<file path="src/rtl/alexnet_pkg.sv">
// alexnet_pkg: shared pixel type, argmax position codes and unsigned max helpers.
package alexnet_pkg;
  localparam int DATA_W = 16;
  typedef struct packed {
    logic [DATA_W-1:0] r;
    logic [DATA_W-1:0] g;
    logic [DATA_W-1:0] b;
  } rgb_t;
  localparam logic [1:0] POS_TL = 2'd0;
  localparam logic [1:0] POS_TR = 2'd1;
  localparam logic [1:0] POS_BL = 2'd2;
  localparam logic [1:0] POS_BR = 2'd3;
  // y replaces x only when strictly greater, so the earlier pixel wins ties.
  function automatic logic [DATA_W-1:0] umax(input logic [DATA_W-1:0] x, input logic [DATA_W-1:0] y);
    return (y > x) ? y : x;
  endfunction
  function automatic rgb_t rgb_max(input rgb_t x, input rgb_t y);
    return '{r: umax(x.r, y.r), g: umax(x.g, y.g), b: umax(x.b, y.b)};
  endfunction
  function automatic logic [2:0] rgb_gt(input rgb_t x, input rgb_t y);
    return {y.b > x.b, y.g > x.g, y.r > x.r};
  endfunction
endpackage

</file>
<file path="src/rtl/pool_line_buf.sv">
// pool_line_buf: top-row partial maxima; synchronous write, combinational read.
module pool_line_buf #(
  parameter int W     = 48,
  parameter int DEPTH = 4,
  parameter int AW    = 2
) (
  input  logic          clk,
  input  logic          i_we,
  input  logic [AW-1:0] i_waddr,
  input  logic [W-1:0]  i_wdata,
  input  logic [AW-1:0] i_raddr,
  output logic [W-1:0]  o_rdata
);
  logic [W-1:0] r_mem [DEPTH];
  always_ff @(posedge clk) begin
    if (i_we) r_mem[i_waddr] <= i_wdata;
  end
  assign o_rdata = r_mem[i_raddr];
endmodule

</file>
<file path="src/rtl/maxpool_2x2.sv">
// maxpool_2x2: streaming 2x2 stride-2 RGB max-pool; MAXPOOL_ARGMAX_EN adds pool_idx.
module maxpool_2x2 import alexnet_pkg::*; #(
  parameter int DATA_W = alexnet_pkg::DATA_W,
  parameter int IMG_W  = 8,
  parameter int IMG_H  = 8
) (
  input  logic              clk,
  input  logic              rst,
  input  logic              ack,
  input  logic              clr,
  input  logic [DATA_W-1:0] Pool_in_R,
  input  logic [DATA_W-1:0] Pool_in_G,
  input  logic [DATA_W-1:0] Pool_in_B,
  output logic [DATA_W-1:0] Pool_o_R,
  output logic [DATA_W-1:0] Pool_o_G,
  output logic [DATA_W-1:0] Pool_o_B,
  output logic              pool_ack,
  output logic              frame_done
`ifdef MAXPOOL_ARGMAX_EN
  ,
  output logic [5:0]        pool_idx
`endif
);
  if (IMG_W < 2 || IMG_W % 2 != 0 || IMG_H < 2 || IMG_H % 2 != 0 || DATA_W != alexnet_pkg::DATA_W) begin : g_bad_cfg
    $error("maxpool_2x2: IMG_W/IMG_H must be even and >= 2, DATA_W must match alexnet_pkg");
  end
  localparam int CW = (IMG_W > 2) ? $clog2(IMG_W) : 1;
  localparam int RW = (IMG_H > 2) ? $clog2(IMG_H) : 1;
  localparam int AW = (IMG_W > 2) ? $clog2(IMG_W / 2) : 1;
  localparam int PW = $bits(rgb_t);
`ifdef MAXPOOL_ARGMAX_EN
  localparam int LB_W = PW + 3;
`else
  localparam int LB_W = PW;
`endif
  logic [CW-1:0] r_col;
  logic [RW-1:0] r_row;
  rgb_t          r_hold, r_out;
  logic          r_ack, r_done;
  rgb_t          w_in, w_row, w_top, w_out;
  logic [LB_W-1:0] w_wdata, w_rdata;
  logic          w_take, w_emit, w_we, w_last_col, w_last_row;
  assign w_in       = '{r: Pool_in_R, g: Pool_in_G, b: Pool_in_B};
  assign w_take     = ack & ~clr;
  assign w_emit     = w_take & r_col[0] & r_row[0];
  assign w_we       = w_take & r_col[0] & ~r_row[0] & ~rst;
  assign w_last_col = r_col == CW'(IMG_W - 1);
  assign w_last_row = r_row == RW'(IMG_H - 1);
  assign w_row      = rgb_max(r_hold, w_in);
  assign w_top      = w_rdata[PW-1:0];
  // Raster order inside the window: top row (TL/TR), then BL (hold), then BR (input).
  assign w_out      = rgb_max(rgb_max(w_top, r_hold), w_in);
  pool_line_buf #(.W(LB_W), .DEPTH(IMG_W / 2), .AW(AW)) u_lb (
    .clk     (clk),
    .i_we    (w_we),
    .i_waddr (AW'(r_col >> 1)),
    .i_wdata (w_wdata),
    .i_raddr (AW'(r_col >> 1)),
    .o_rdata (w_rdata)
  );
`ifdef MAXPOOL_ARGMAX_EN
  logic [5:0] r_idx, w_idx;
  logic [2:0] w_gt1, w_gt2, w_top_bits;
  assign w_wdata    = {rgb_gt(r_hold, w_in), w_row};
  assign w_top_bits = w_rdata[LB_W-1 -: 3];
  assign w_gt1      = rgb_gt(w_top, r_hold);
  assign w_gt2      = rgb_gt(rgb_max(w_top, r_hold), w_in);
  always_comb begin
    w_idx = '0;
    for (int c = 0; c < 3; c++)
      w_idx[2*c +: 2] = w_gt2[c] ? POS_BR : w_gt1[c] ? POS_BL : w_top_bits[c] ? POS_TR : POS_TL;
  end
  assign pool_idx = r_idx;
`else
  assign w_wdata = w_row;
`endif
  always_ff @(posedge clk) begin
    if (rst) begin
      r_col  <= '0;
      r_row  <= '0;
      r_hold <= '0;
      r_out  <= '0;
      r_ack  <= 1'b0;
      r_done <= 1'b0;
`ifdef MAXPOOL_ARGMAX_EN
      r_idx  <= '0;
`endif
    end else begin
      r_ack  <= w_emit;
      r_done <= w_emit & w_last_row & w_last_col;
      if (w_emit) r_out <= w_out;
`ifdef MAXPOOL_ARGMAX_EN
      if (w_emit) r_idx <= w_idx;
`endif
      if (w_take & ~r_col[0]) r_hold <= w_in;
      if (clr) begin
        r_col <= '0;
        r_row <= '0;
      end else if (ack) begin
        r_col <= w_last_col ? '0 : r_col + 1'b1;
        if (w_last_col) r_row <= w_last_row ? '0 : r_row + 1'b1;
      end
    end
  end
  assign Pool_o_R   = r_out.r;
  assign Pool_o_G   = r_out.g;
  assign Pool_o_B   = r_out.b;
  assign pool_ack   = r_ack;
  assign frame_done = r_done;
endmodule

</file>
<file path="config.mk">
export PLATFORM = sky130hd
export DESIGN_NAME = maxpool_2x2
export DESIGN_NICKNAME = d
export VERILOG_FILES = /design/src/rtl/alexnet_pkg.sv /design/src/rtl/pool_line_buf.sv /design/src/rtl/maxpool_2x2.sv
export SDC_FILE = /design/constraint.sdc
export NUM_CORES = 1
export LEC_CHECK = 0
export CAP_MARGIN = 15
export CORE_UTILIZATION = 50
export DETAILED_ROUTE_END_ITERATION = 6
export PLACE_DENSITY = 0.72
export SLEW_MARGIN = 20
export SYNTH_ARGS = -nofsm -noshare
export SYNTH_HDL_FRONTEND = slang
export SYNTH_SLANG_ARGS = --single-unit
</file>
<file path="constraint.sdc">
create_clock -name clk -period 9.3 [get_ports clk]
set_clock_uncertainty 0.1 [all_clocks]
set_input_delay 2.325 -clock clk [delete_from_list [all_inputs] [get_ports clk]]
set_output_delay 2.325 -clock clk [all_outputs]
set_load 0.02 [all_outputs]
</file>
### After elaboration in Yosys (flattened, before gate mapping)

Memories as Yosys holds them, arrays and structs flattened. A register that Yosys moved wholly into a read port is not among the register bits.
Index checks and enable logic that the tools add are counted.

* $add $sub $neg: 2
* magnitude comparators: 9
* equal/unequal tests: 2
* multiplexer cells: 15
* bitwise gates (word level): 12
* reductions and logical operators: 2

Operators with widths (number)
* 16-bit > comparator: 9
* 16-bit 2-to-1 mux: 9
* 1-bit AND: 8
* 3-bit by 1-bit adder with 3-bit output, second input constant: 2
* 3-bit equality test, second input constant: 2
* 3-bit 2-to-1 mux: 2
* 2-bit 2-to-1 mux: 2
* 1-bit NOT: 4
* 1-bit 2-to-1 mux: 2
* 2-bit AND reduction: 1
* 2-bit OR reduction: 1

* flip-flop bits (word level): 104
* memory bits (writable): 192
* input port bits: 52
* output and inout bits: 50
* logic and storage cells: 53
* memories: 1

Memories
* u_lb.r_mem: words 4, bits a word 48, rd ports 1, clocked after memory_dff 1, write ports 1, RTL line pool_line_buf.sv:14 `logic [W-1:0] r_mem [DEPTH];`

### Logic depth before layout (Yosys ltp)

Gate-level depths: netlist of the first run.

* depth in word-level cells: 7
* depth in mapped cells: 22
* mapped depth without buffers: 16

### Hierarchy

Synthesis of the first run repeated with hierarchy kept, for this count alone.

* cell total of the unflattened synthesis: 1522
* area total of the unflattened synthesis: 16515.8 µm²

By module, submodules not included
* maxpool_2x2: instances 1, cells each 1268, area each 9566.7 µm², sequential area each 2082.0 µm²
* pool_line_buf: instances 1, cells each 254, area each 6949.2 µm², sequential area each 5765.5 µm²

### Least setup slack after synthesis of the first run

No wires, ideal clock.

* kind: input-to-reg
* start point: input rst
* end point: memory u_lb.r_mem[0][0] (enable)
* library setup time: 0.573 ns
* data arrival time: 7.267 ns
* data required time: 8.627 ns
* slack: 1.360 ns
* stages on the path: 4
* path buffers: 1
* path through: clkbuf_1 > nor2_1 > nand2_1 > nor4_1

* cells in the longest elaborated chain, start to end: 4

RTL lines
* from (decl): RTL line maxpool_2x2.sv:8 `input logic rst,`
* 1-bit NOT: RTL line maxpool_2x2.sv:46 `assign w_we = w_take & r_col[0] & ~r_row[0] & ~rst;`
* 1-bit AND: RTL line maxpool_2x2.sv:46
* 1-bit 2-to-1 mux: RTL line pool_line_buf.sv:16 `if (i_we) r_mem[i_waddr] <= i_wdata;`
* 1-bit 2-to-1 mux (implied by the code): RTL line pool_line_buf.sv:16
* to (decl): RTL line pool_line_buf.sv:14

Every way passes these cells.

==> results of run 1 <==
## flip-flops by register name (all words and copies together), names as in the netlist, named ones only
| name | count |
|---|---|
| Pool_o_B | 16 |
| r_row | 3 |
| Pool_o_R | 16 |
| u_lb.r_mem | 192 |
| Pool_o_G | 16 |
| frame_done | 1 |
| r_hold | 48 |
| r_col | 3 |
| pool_ack | 1 |
## per-layer routing
metal	vias to the layer above	track usage, %	wire (um)	share of wire [%]
met4	0	8.05	944	2.5
met5	-	0	0	0
met1	5316	31.6	16400	43
li1	5209	-	-	-
met2	324	41.4	18500	49
met3	74	3.88	2160	5.7
## critical path: cells and delay by family, from the launching register on
family	cells	cell delay, ns
multiplexers	1	0.28
AND/OR/NAND/NOR	5	1.94
flip-flops	1	0.81
adder cells (fa/ha/maj)	2	0.69
buffers and inverters	2	0.51
AO/OA/AOI/OAI	4	1.89
## report_power, final
group	internal [mW]	switching, mW	total [mW]
registers	1.43	0.0162	1.45
clock network	0.777	0.569	1.35
logic	0.113	0.175	0.289
## metrics by stage
step	power (mW)	std cells
detailed placement	1.76	1801
global placement	1.75	1800
CTS	3.11	1863
global route	3.19	1863
finish	3.08	1863
floorplan	1.66	1346
## layout make-up
type                       count  area, sq um
clock buffer                  43          957
fill                        2426        12400
tap                          396          495
sequential                   298         7890
timing repair buffer         119         1140
inverter                     150          563
multi-input combinational    838         7010
clock inverter                19          191
## path summary, 6_finish.rpt
| path | slack, ns | cells past startpoint | start | to |
|---|---|---|---|---|
| setup reg to reg | 2.87 | 14 | register | Pool_o_B[7] |
| hold / removal | 0.37 | 2 | Pool_o_R[7] | Pool_o_R[7] |
| setup / recovery | 2.87 | 14 | register | Pool_o_B[7] |
| hold reg to reg | 0.37 | 2 | Pool_o_R[7] | Pool_o_R[7] |
## cell usage in the layout (no fill, tap or decap), types with 4 or more instances in the layout
cell type,count
edfxtp_1,192
nand2_1,174
inv_1,150
ha_1,148
dfxtp_1,104
a21oi_1,100
clkdlybuf4s50_1,100
mux2i_1,82
mux4_2,48
o221ai_1,48
nand4_1,41
clkbuf_16,36
nor2_1,29
nor3_1,24
o21ai_0,21
buf_4,17
a311oi_2,16
nand3_1,12
nor2b_1,10
a21o_1,9
clkinv_2,7
o211ai_1,5
nor4_1,4
or3_1,4
o21a_1,4
nand2b_1,4
clkbuf_1,4
clkinv_4,4
## synth_stat cells, drive strengths merged (2+ instances only)
library cell,n,area share [%]
or3,4,0.16
inv,150,3.6
mux2i,82,5.2
dfxtp,106,14
nor3,26,0.83
or4,3,0.17
nand4,42,1.7
and2,2,0.080
buf,21,0.83
nand3b,2,0.096
o221ai,48,2.7
or2,3,0.12
ha,148,12
a21o,9,0.43
nand3,12,0.38
clkbuf,39,0.93
a2111oi,3,0.21
nand2b,5,0.20
a311oi,16,1.5
o31a,3,0.17
a41oi,2,0.11
a21boi,3,0.14
a31oi,4,0.20
o211ai,5,0.24
edfxtp,192,37
nand2,174,4.2
o21a,4,0.19
nor2b,11,0.44
nor2,30,0.72
mux4,48,6.9
a22oi,2,0.096
and4,3,0.17
nor4,5,0.20
o21ai,24,0.77
a21oi,102,3.4
## kinds of logic after synthesis
family	count (synthesis)
AO/OA/AOI/OAI	236
adder cells (fa/ha/maj)	148
buffers and inverters	210
flip-flops	298
multiplexers	130
AND/OR/NAND/NOR	324
==> out/results.tsv, run 1 <==
stage	metric	value	unit
run_status	run status	finished with violations	
run_status	failing checks	design-rule violations	
grt	GRT Util Overall	24.4	%
finish	Area Growth Syn to Fin	16.5	%
sta	Max Clk Rate	0.155	GHz
drt	drt first-iter violations	745	
yosys	register area share after synthesis	50.4	%
drt	ANT nets after route	0	
finish	final non-filler cell area	0.0183	sq mm
power	Leak Pwr	6.85	nW
sta	Setup TNS	0	ns
yosys	Primary FF master, synth	edfxtp_1	
grt	GRT Residual Overflow	0	
place	dpl cell area	0.0171	sq mm
worst_setup_path	cell mode on critical path	ha_1	
clock_tree	CTS root buf	clkbuf_16	
yosys	xor and xnor area share after synthesis	0	%
clock_tree	clk sinks	298	
clock_tree	CTS buffer count	34	
yosys	syn avg cell area	11.6	sq um
sta	pin slew with the least headroom to its limit	1.15	ns
floorplan	die width	179	um
sta	Final setup viols	0	
flow_run	Max Cap Viol	0	
hold_path	worst min path class	register to register	
worst_setup_path	type of origin of the critical path	register	
grt	initial antenna violation count	0	
place	Detail Placement HPWL	26.3	mm
drt	drt first pass iters	7	
finish	fin util	59.5	%
place	Port Buffers	101	
worst_setup_path	critical path arrival	6.67	ns
drt	DR WL/cell	20.4	um
grt	via count of the first global-routing pass	11200	
worst_setup_path	CP max stage cell	o311ai_2	
grt	first-pass GRT wire length	60.0	mm
floorplan	Initial Utilization	51.1	%
power	PwrDens	169	mW/mm^2
sta	Final period util	69.2	%
yosys	number of synthesized flops with an enable pin	192	
sta	RSZ-0062 raised after global routing	no	
yosys	Synthesis Warnings	0	
yosys	post-synthesis cell count	1346	
worst_setup_path	crit path max fanout	27	
yosys	asr flop ratio synth	0	%
finish	number of diodes	0	
worst_setup_path	CP Cell Sequence	buf_4 > mux4_2 > inv_1 > ha_1 > nand4_2 > or4_4 > a21oi_4 > or3_1 > a311oi_2 > ha_1 > nand4_1 > or2_2 > o311ai_2 > o221ai_1	
clock_tree	Setup Fix Bufs, Post-CTS	0	
sta	count of final max-slew check failures	0	
floorplan	I/O Pins	102	
drt	final wirelength	37.9	mm
worst_setup_path	Crit. End Element	register	
yosys	Post-Syn Area	0.0157	sq mm
clock_tree	CTS tree	built	
clock_tree	Worst-Skew Late Latency	0.53	ns
yosys	Yosys reg bits	298	
yosys	mux cell area share after synthesis	12.1	%
clock_tree	H-tree Lvls	2	
drt	via count of the routed design	10900	
place	gp weighted congestion	0.880	
yosys	Syn Nets	1546	
sta	Fin. Hold Viols	0	
sta	WHS	0.365	ns
clock_tree	Post-CTS Resized	0	
place	Placement Setup Slack	2.84	ns
yosys	simple-gate portion of the synthesized area	9.54	%
worst_setup_path	CP Class	register to register	
finish	NumNets Final	1641	
clock_tree	clk slew on worst S/H paths	0.06	ns
clock_tree	Clock Path Buffers	3	
floorplan	row count	64	
floorplan	total die area	0.0320	sq mm
yosys	Synth Area in Adders	11.8	%
sta	final worst path period need	6.43	ns
floorplan	Core ar.	0.0307	sq mm
floorplan	Die Span Y	179	um
yosys	Netlist cell types	59	
clock_tree	Hold Buf Count CTS	0	
grt	largest net degree at the start of global routing	55	
yosys	post-synthesis compound-gate area fraction	10.8	%
worst_setup_path	Worst EP required	9.54	ns
yosys	largest family of logic cells by synthesized area	multiplexers	
power	peak supply drop	0.120	mV
sta	Setup WS post-layout	2.87	ns
sta	max_slew headroom	23.0	%
drt	number of remaining DRC errors	1	
worst_setup_path	crit-path max cell delay	0.99	ns
finish	layout cell share with drive strength beyond 1	11.0	%
drt	via-per-instance ratio	5.86	
Note: power is estimated with default switching activity, not from simulation.
==> run 2: changes to the inputs <==
Settings changed: PLACE_DENSITY 0.72 to 0.75.
Clock period 9.3 ns to 5.2 ns, I/O delays scaled along.
==> run 2 against run 1 <==
The run now ends clean. Fmax grew 24%. Sequential cell count is the same. Critical path depth grew 5. Combinational power grew 99%. First-iteration DRC count grew 46%. Via count grew 6.0%. Sequential share of layout area shrank 2.1 points. Critical path type unchanged. Highest routed layer unchanged.
==> out/results.tsv, run 2 (synthesis results as in run 1) <==
stage	metric	value	unit	change
grt	initial antenna violation count	1		was 0
power	Leak Pwr	7.22	nW	was 6.85 nW
floorplan	Core ar.	0.0307	sq mm	unchanged
place	dpl cells	1837		was 1801
worst_setup_path	CP Cell Sequence	buf_6 > mux4_2 > inv_2 > ha_4 > nand4_1 > buf_4 > buf_4 > a2111oi_0 > o31a_1 > buf_12 > mux2i_4 > ha_4 > nand4_1 > nor4_4 > o21ai_2 > a32o_2 > or3_4 > buf_12 > o221ai_2		was buf_4 > mux4_2 > inv_1 > ha_1 > nand4_2 > or4_4 > a21oi_4 > or3_1 > a311oi_2 > ha_1 > nand4_1 > or2_2 > o311ai_2 > o221ai_1
worst_setup_path	CP max stage cell	mux4_2		was o311ai_2
worst_setup_path	critical path arrival	5.57	ns	was 6.67 ns
grt	first-pass GRT wire length	61.2	mm	was 60.0 mm
floorplan	Die Span Y	179	um	unchanged
worst_setup_path	crit path max fanout	8		was 27
hold_path	Hold Path Depth	2		unchanged
drt	final wirelength	40.7	mm	was 37.9 mm
worst_setup_path	FF-to-FF setup slack	0.01	ns	was 2.87 ns
finish	layout cell share with drive strength beyond 1	17.5	%	was 11.0%
floorplan	I/O Pins	102		unchanged
finish	Largest regs	u_lb.r_mem (192), r_hold (48)		unchanged
drt	drt first pass iters	5		was 7
drt	number of remaining DRC errors	0		was 1
finish	NumNets Final	1700		was 1641
worst_setup_path	worst flop-to-flop path endpoint	Pool_o_G[2]		was Pool_o_B[7]
sta	final worst path period need	5.19	ns	was 6.43 ns
worst_setup_path	worst-case reg-to-reg path depth	19		was 14
hold_path	HP Start	Pool_o_G[12]		was Pool_o_R[7]
sta	Max Clk Rate	0.193	GHz	was 0.155 GHz
sta	pin slew with the least headroom to its limit	0.842	ns	was 1.15 ns
sta	Final setup viols	0		unchanged
place	Detail Placement HPWL	26.7	mm	was 26.3 mm
drt	drt first-iter violations	1088		was 745
flow_run	Max Cap Viol	0		unchanged
floorplan	Initial Utilization	51.1	%	unchanged
floorplan	total die area	0.0320	sq mm	unchanged
worst_setup_path	type of origin of the critical path	register		unchanged
power	PwrDens	279	mW/mm^2	was 169 mW/mm^2
hold_path	worst hold endpoint	Pool_o_G[12]		was Pool_o_R[7]
clock_tree	CTS root buf	clkbuf_16		unchanged
grt	GRT Residual Overflow	0		unchanged
drt	via count of the routed design	11600		was 10900
sta	Fin. Hold Viols	0		unchanged
grt	via count of the first global-routing pass	11400		was 11200
worst_setup_path	CP Class	register to register		unchanged
clock_tree	H-tree Lvls	1		was 2
sta	Final period util	99.8	%	was 69.2%
sta	RSZ-0062 raised after global routing	yes		was no
drt	ANT nets after route	0		unchanged
worst_setup_path	Worst EP required	5.58	ns	was 9.54 ns
clock_tree	clk slew on worst S/H paths	0.07	ns	was 0.06 ns
clock_tree	clk sinks	298		unchanged
run_status	run status	finished, final reports clean		was finished with violations
worst_setup_path	Crit. End Element	register		unchanged
grt	GRT Util Overall	24.9	%	was 24.4%
floorplan	die width	179	um	unchanged
clock_tree	CTS tree	built		unchanged
clock_tree	Hold Buf Count CTS	0		unchanged
power	final total power	5.35	mW	was 3.08 mW
drt	DR WL/cell	21.2	um	was 20.4 um
finish	commonest non-fill, non-tap cell in the layout	edfxtp_1		unchanged
sta	WHS	0.367	ns	was 0.365 ns
finish	Area Growth Syn to Fin	22.4	%	was 16.5%
place	Port Buffers	101		unchanged
finish	final cell count without fillers	1920		was 1863
clock_tree	Clock Path Buffers	3		unchanged
sta	max_slew headroom	43.8	%	was 23.0%
clock_tree	Worst-Skew Late Latency	0.56	ns	was 0.53 ns
floorplan	row count	64		unchanged
hold_path	worst min path class	register to register		unchanged
worst_setup_path	crit-path max cell delay	0.56	ns	was 0.99 ns
finish	Most flops, register	u_lb.r_mem		unchanged
grt	largest net degree at the start of global routing	49		was 55
clock_tree	CTS buffer count	30		was 34
power	peak supply drop	0.235	mV	was 0.120 mV
finish	number of diodes	0		unchanged
drt	via-per-instance ratio	6.03		was 5.86
place	gp weighted congestion	0.932		was 0.880
finish	max reg flops	192		unchanged
sta	count of final max-slew check failures	0		unchanged
finish	most frequent cells in the layout	edfxtp_1 (192), nand2_1 (172), inv_1 (148)		was edfxtp_1 (192), nand2_1 (174), inv_1 (150)
-- run 2: changes by cell type in the layout (fill, tap and decap cells not counted), sizes merged --
cell	delta
clkinvlp	+1
bufinv	+2
clkbuf	-9
buf	+62
clkinv	+1
-- run 2: worst max-delay path: cells and delay by family, from the launching register on --
kind,cells,cell delay (ns)
AO/OA/AOI/OAI,5,1.39
AND/OR/NAND/NOR,4,1.18
flip-flops,1,0.39
adder cells (fa/ha/maj),2,0.31
multiplexers,2,0.84
buffers and inverters,6,0.88
-- run 2: cell type report --
class	count	area (sq um)
fill	2315	11500
inverter	150	563
sequential	298	7900
tap	396	495
timing repair buffer	182	1820
clock buffer	33	783
multi-input combinational	838	7410
clock inverter	23	211
-- run 2: stage by stage --
| step | utilization (%) | instance area (sq um) | setup TNS, ns | worst slack, ns |
|---|---|---|---|---|
| finish | 62.5 | 19200 | 0 | 0.0106 |
| global route | 62.5 | 19200 | -3.72 | -0.208 |
| CTS | 60.4 | 18500 | 0 | 0.0146 |
| detailed placement | 57.0 | 17500 | -9.56 | -0.423 |
| global placement | 57.0 | 17500 | -6.05 | -0.367 |
| floorplan | - | 15700 | 0 | 0.0562 |
-- run 2: worst max-delay path by stage --
| stage | from | slack [ns] | cells after the start | endpoint |
|---|---|---|---|---|
| after floorplan | register | 0.06 | 21 | Pool_o_G[10] |
| after global placement | register | -0.37 | 20 | Pool_o_G[5] |
| after detailed placement | register | -0.42 | 20 | Pool_o_G[2] |
| after CTS | register | 0.01 | 21 | Pool_o_G[2] |
| after global routing | register | -0.21 | 20 | Pool_o_G[1] |
| final | register | 0.01 | 19 | Pool_o_G[2] |
-- run 2: power breakdown --
group	internal (mW)	switching, mW	total [mW]
Clock	1.24	0.942	2.18
Combinational	0.233	0.342	0.575
Sequential	2.56	0.0268	2.59
Total	4.04	1.31	5.35
-- run 2: repair_timing --
item / in CTS / in global routing
resized for setup: 7 / 75
pin swaps: 2 / 36
buffers inserted: 4 / 22
endpoints found under the setup margin: 32 / 48
gates cloned: 0 / 1
-- run 2: layer usage --
layer,global-route usage [%],share of wire [%],vias to the layer above
li1,-,-,5327
met1,32.7,41,5695
met2,41.8,49,482
met3,3.90,7.4,74
met4,8.37,2.6,0
met5,0,0,-
